--- config.mk ---
export PLATFORM = sky130hd
export DESIGN_NAME = io_burst_sequencer
export DESIGN_NICKNAME = d
export VERILOG_FILES = /design/src/rtl/io_burst_sequencer.sv
export SDC_FILE = /design/constraint.sdc
export NUM_CORES = 1
export LEC_CHECK = 0
export BUFFER_PORTS_ARGS = -buffer_cell sky130_fd_sc_hd__buf_2
export CAP_MARGIN = 30
export CORE_UTILIZATION = 36
export CTS_CLUSTER_DIAMETER = 50
export DETAILED_ROUTE_END_ITERATION = 7
export GPL_ROUTABILITY_DRIVEN = 1
export PLACE_DENSITY_LB_ADDON = 0.3
export SYNTH_ARGS = -nofsm -noshare
export SYNTH_HDL_FRONTEND = slang
export SYNTH_SLANG_ARGS = --single-unit
--- constraint.sdc ---
create_clock -name CLK -period 5.6 [get_ports CLK]
set_input_delay 0.28 -clock CLK [delete_from_list [all_inputs] [get_ports CLK]]
set_output_delay 0.28 -clock CLK [all_outputs]
set_load 0.005 [all_outputs]
--- src/rtl/io_burst_sequencer.sv ---
// Round-robin owner of the shared IO address counter: grants one of two requesters a
// burst of Len beats stepping up or down. Optional stall abort under IO_SEQ_TIMEOUT_EN.
module io_burst_sequencer #(
   parameter int ADDR_WIDTH     = 8,
   parameter int LEN_WIDTH      = 8,
   parameter int TIMEOUT_CYCLES = 16
) (
   input  logic                  CLK,
   input  logic                  RST,
   input  logic                  Req_0,
   input  logic [LEN_WIDTH-1:0]  Len_0,
   input  logic                  Dir_0,
   input  logic                  Req_1,
   input  logic [LEN_WIDTH-1:0]  Len_1,
   input  logic                  Dir_1,
   input  logic                  Beat_Ready,
   output logic [1:0]            Grant,
   output logic                  Busy,
   output logic [ADDR_WIDTH-1:0] Addr,
   output logic                  Addr_Valid,
   output logic [1:0]            Done,
   output logic                  Timeout,
   output logic [1:0]            dbg_state
);

   typedef enum logic [1:0] {S_IDLE = 2'd0, S_RUN = 2'd1, S_DONE = 2'd2} state_t;

   state_t                state, state_n;
   logic [1:0]            grant_n, done_n;
   logic [ADDR_WIDTH-1:0] addr_n;
   logic                  valid_n, timeout_n;
   logic                  rr_last, rr_n;
   logic [LEN_WIDTH-1:0]  len_q, len_n;
   logic                  dir_q, dir_n;
   logic                  pick_1;
   logic [LEN_WIDTH-1:0]  win_len;
   logic                  win_dir;
   logic [ADDR_WIDTH-1:0] last_up;

`ifdef IO_SEQ_TIMEOUT_EN
   localparam int STALL_W = $clog2(TIMEOUT_CYCLES + 1);
   logic [STALL_W-1:0] stall, stall_n;
`else
   logic unused_timeout_cfg;
   assign unused_timeout_cfg = (TIMEOUT_CYCLES != 0);
`endif

   // Requester 1 wins alone, or on a tie when requester 0 owned the previous burst.
   assign pick_1  = Req_1 && (!Req_0 || !rr_last);
   assign win_len = pick_1 ? Len_1 : Len_0;
   assign win_dir = pick_1 ? Dir_1 : Dir_0;
   assign last_up = ADDR_WIDTH'(len_q) - ADDR_WIDTH'(1);

   assign Busy      = (state != S_IDLE);
   assign dbg_state = state;

   // Handshake: a beat moves on any cycle with Addr_Valid && Beat_Ready; Addr and
   // Addr_Valid hold otherwise, and Addr_Valid never drops before the last beat moves.
   always_comb begin
      state_n   = state;
      grant_n   = Grant;
      addr_n    = Addr;
      valid_n   = Addr_Valid;
      done_n    = 2'b00;
      timeout_n = 1'b0;
      rr_n      = rr_last;
      len_n     = len_q;
      dir_n     = dir_q;
`ifdef IO_SEQ_TIMEOUT_EN
      stall_n   = stall;
`endif
      case (state)
         S_IDLE: begin
            grant_n = 2'b00;
            valid_n = 1'b0;
`ifdef IO_SEQ_TIMEOUT_EN
            stall_n = '0;
`endif
            if (Req_0 || Req_1) begin
               grant_n = pick_1 ? 2'b10 : 2'b01;
               rr_n    = pick_1;
               len_n   = win_len;
               dir_n   = win_dir;
               if (win_len == '0) begin
                  state_n = S_DONE;
                  done_n  = grant_n;
               end else begin
                  state_n = S_RUN;
                  valid_n = 1'b1;
                  addr_n  = win_dir ? '0 : ADDR_WIDTH'(win_len) - ADDR_WIDTH'(1);
               end
            end
         end
         S_RUN: begin
            if (Beat_Ready) begin
`ifdef IO_SEQ_TIMEOUT_EN
               stall_n = '0;
`endif
               if (dir_q ? (Addr == last_up) : (Addr == '0)) begin
                  state_n = S_DONE;
                  valid_n = 1'b0;
                  done_n  = Grant;
               end else begin
                  addr_n = dir_q ? Addr + ADDR_WIDTH'(1) : Addr - ADDR_WIDTH'(1);
               end
            end
`ifdef IO_SEQ_TIMEOUT_EN
            else if (stall == STALL_W'(TIMEOUT_CYCLES - 1)) begin
               state_n   = S_DONE;
               valid_n   = 1'b0;
               done_n    = Grant;
               timeout_n = 1'b1;
            end else begin
               stall_n = stall + STALL_W'(1);
            end
`endif
         end
         S_DONE: begin
            state_n = S_IDLE;
            grant_n = 2'b00;
         end
         default: begin
            state_n = S_IDLE;
            grant_n = 2'b00;
            valid_n = 1'b0;
         end
      endcase
   end

   always_ff @(posedge CLK or posedge RST) begin
      if (RST) begin
         state      <= S_IDLE;
         Grant      <= 2'b00;
         Addr       <= '0;
         Addr_Valid <= 1'b0;
         Done       <= 2'b00;
         Timeout    <= 1'b0;
         rr_last    <= 1'b1;
         len_q      <= '0;
         dir_q      <= 1'b0;
`ifdef IO_SEQ_TIMEOUT_EN
         stall      <= '0;
`endif
      end else begin
         state      <= state_n;
         Grant      <= grant_n;
         Addr       <= addr_n;
         Addr_Valid <= valid_n;
         Done       <= done_n;
         Timeout    <= timeout_n;
         rr_last    <= rr_n;
         len_q      <= len_n;
         dir_q      <= dir_n;
`ifdef IO_SEQ_TIMEOUT_EN
         stall      <= stall_n;
`endif
      end
   end

endmodule

==> impl_metrics.py <==
metrics = {
    "logic_synthesis": {
        "syn_inst": 227,
        "synth_top_area_frac": 0.289,
        "synth_largest_area_cell": "dfrtp_1",
        "synth_edf_count": 0,
        "ys_warn_count": 0,
        "synth_nets": 259,
        "async_flop_share": 1.00,
        "ys_ff_latch": 25,
        "syn_area_um2": 2080,
        "synth_ff_type": "dfrtp_1",
        "synth_cell_types": 54,
        "postSynthAreaPerCell_um2": 9.15,
        "ys_seq_area_frac": 0.302,
        "yosys-top-cells-area": "dfrtp_1 (29%), mux2i_1 (5.3%), mux2_4 (5.1%)",
    },
    "timing": {
        "slew_viol_final": 0,
        "hold_ws_ns": 0.0149,
        "period_share": 0.580,
        "hold_viol": 0,
        "final.setup_skew_ns": 0.00494,
        "setup_ws_ns": 2.35,
        "rsz0062_at_grt": "false",
        "tns_ns": 0,
        "timing.slew.headroom": 0.493,
        "worst_pin_slew_ns": 0.759,
        "fmax_mhz": 308,
        "period_minus_slack_ns": 3.25,
        "setup_viol_count_final": 0,
    },
    "detailed_routing": {
        "drt_pass1_iterations": 4,
        "wl_per_cell_um": 15.0,
        "drt_iter0_drc": 97,
        "post-route-drc-count": 0,
        "num_vias": 1801,
        "viasPerCell": 5.38,
        "antenna_left": 0,
        "drt_wl_total_mm": 5.03,
    },
    "setup_path": {
        "crit_cells": 9,
        "end_kind": "flop",
        "slowest_stage": "a21boi_4",
        "r2r_slack_ns": 2.35,
        "rr_endpoint": "Addr[1]$_DFFE_PP0P_",
        "critPathArrivalTime_ns": 3.40,
        "crit_required_ns": 5.75,
        "crit_family": "compound AO/OA/AOI/OAI gates",
        "criticalPathCategory": "reg -> reg",
        "critical_path.cell_chain": "a21boi_4 -> mux2_2 -> inv_1 -> ha_1 -> nand4_1 -> a211oi_2 -> o22ai_2 -> o21bai_4 -> mux2_4",
        "cpPeakStageDelay_ns": 0.61,
        "cp_max_fo": 24,
        "critical_path_buf_inv_count": 1,
        "reg2regPathDepth": 9,
        "reg2reg_from": "rr_last$_DFFE_PP1P_",
        "crit_path_start_kind": "flop",
    },
    "cells_and_area": {
        "n_fill_cell": 567,
        "drive_gt1_frac": 0.236,
        "multi_input_area_um2": 1350,
        "final_cell_mix": "buf_2 (38), dfrtp_1 (24), nand2_1 (18), nor2_1 (14)",
        "area_growth_pct": 14.9,
        "finish.utilization": 0.431,
        "num_antenna_cells": 0,
        "final_cell_area_um2": 2390,
        "final_nets": 296,
        "final_cells": 335,
        "sequential_cell_area_um2": 627,
        "final_common_cell": "buf_2",
    },
    "placed_design": {
        "postPlaceCellArea_um2": 2340,
        "dp_cells": 331,
        "dpl_worst_slack_ns": 2.36,
        "hpwl_mm": 4.02,
        "io_buffers": 38,
        "routabilityCongestion": 0.811,
    },
    "floorplanning": {
        "fp-row-count": 27,
        "die_h_um": 78.0,
        "core-area_um2": 5540,
        "num_io_pins": 40,
        "die_w_um": 78.0,
        "start_util": 0.375,
        "die_area_um2": 6080,
    },
    "clock_tree": {
        "cts_tree": "built",
        "numClockSinks": 25,
        "clk_latency_ns": 0.27,
        "cts_root_buffer": "clkbuf_8",
        "path_clk_slew_ns": 0.09,
        "cts_made_buffers": 3,
        "cts_setup_buffers": 0,
        "cts_max_level": 1,
        "holdBufCountCts": 0,
        "post_cts_resized": 0,
        "ctsLongestPathBuffers": 2,
    },
    "power": {
        "peakVddDrop_v": 0.000226,
        "leakage_nw": 1.12,
        "power_mw": 1.41,
        "powerDensity_nw_per_um2": 592,
    },
    "global_route": {
        "grt_pass1_vias": 1733,
        "grtUsageTotal": 0.176,
        "antenna_found_initial": 0,
        "grt_overflow": 0,
        "grt_pass1_wl_mm": 8.45,
        "grt_max_degree": 25,
    },
    "outcome": {
        "status": "finished clean",
    },
    "hold_path": {
        "hold_class": "in -> async",
    },
    "flow_run": {
        "cap_violations": 0,
    },
}
-- cell families (layout without fill, tap and decap cells) --
group,after synthesis,after routing,share of synthesized area
other cells,1,1,0.00181
flops,25,25,0.302
fa+ha+maj,9,9,0.0578
buf+inv,21,57,0.0482
xor+xnor,19,19,0.0801
mux,20,20,0.114
simple gates,68,68,0.170
compound gates,64,64,0.225
-- worst max path at each step --
stage | startpoint | end | slack (ns)
after global placement | Req_0 | Addr[2]$_DFFE_PP0P_ | 2.40
after floorplan | rr_last$_DFFE_PP1P_ | Addr[0]$_DFFE_PP0P_ | 2.92
after CTS | rr_last$_DFFE_PP1P_ | Addr[1]$_DFFE_PP0P_ | 2.37
final | rr_last$_DFFE_PP1P_ | Addr[1]$_DFFE_PP0P_ | 2.35
after global routing | rr_last$_DFFE_PP1P_ | Addr[1]$_DFFE_PP0P_ | 2.18
after detailed placement | Req_1 | Addr[1]$_DFFE_PP0P_ | 2.36
-- worst register-to-register path, cell delays in order (launching register included) --
cell and delay, ns:
dfstp_2 0.40, a21boi_4 0.61, mux2_2 0.50, inv_1 0.08, ha_1 0.23, nand4_1 0.15
a211oi_2 0.39, o22ai_2 0.14, o21bai_4 0.31, mux2_4 0.34
-- cell usage after synthesis (2+ instances only) --
| master | number |
|---|---|
| a311o_1 | 2 |
| o21ai_0 | 14 |
| xor2_1 | 7 |
| nand2_1 | 18 |
| a211oi_1 | 4 |
| mux2_2 | 2 |
| nor3_1 | 11 |
| mux2i_1 | 11 |
| and2_1 | 2 |
| o31ai_1 | 3 |
| xnor2_1 | 12 |
| nor2_1 | 14 |
| a21o_1 | 3 |
| nand4_1 | 4 |
| o22ai_1 | 7 |
| buf_6 | 2 |
| ha_1 | 8 |
| clkbuf_1 | 3 |
| inv_1 | 13 |
| a21oi_1 | 9 |
| mux2_4 | 7 |
| o211a_1 | 2 |
| nand2b_1 | 6 |
| a31oi_1 | 3 |
| dfrtp_1 | 24 |
| nand3_1 | 6 |
| buf_2 | 2 |
| o21bai_1 | 2 |
-- power breakdown --
group          internal (mW)  switching [mW]
Combinational          0.448           0.447
Sequential             0.265           0.146
Clock                 0.0497          0.0560
Total                  0.763           0.649
-- per-layer routing --
layer  GRT usage  vias to the layer above  part of all wire
met4      0.0426                        0             0.012
met1       0.250                      847              0.52
li1            -                      914                 -
met2       0.288                       34              0.45
met3      0.0129                        6             0.023
met5           0                        -                 0
-- state kept, by name (all words and copies together) (netlist names) --
name / count
Grant: 2
len_q: 8
dbg_state: 2
Addr: 8
rr_last: 1
dir_q: 1
Done: 2
Addr_Valid: 1
-- cell type report --
class	instances	area share
multi-input combinational	181	0.566
clock buffer	3	0.0173
inverter	13	0.0204
clock inverter	1	0.00210
tap	72	0.0377
sequential	25	0.263
timing repair buffer	40	0.0943
(Power assumes the default switching activity.)
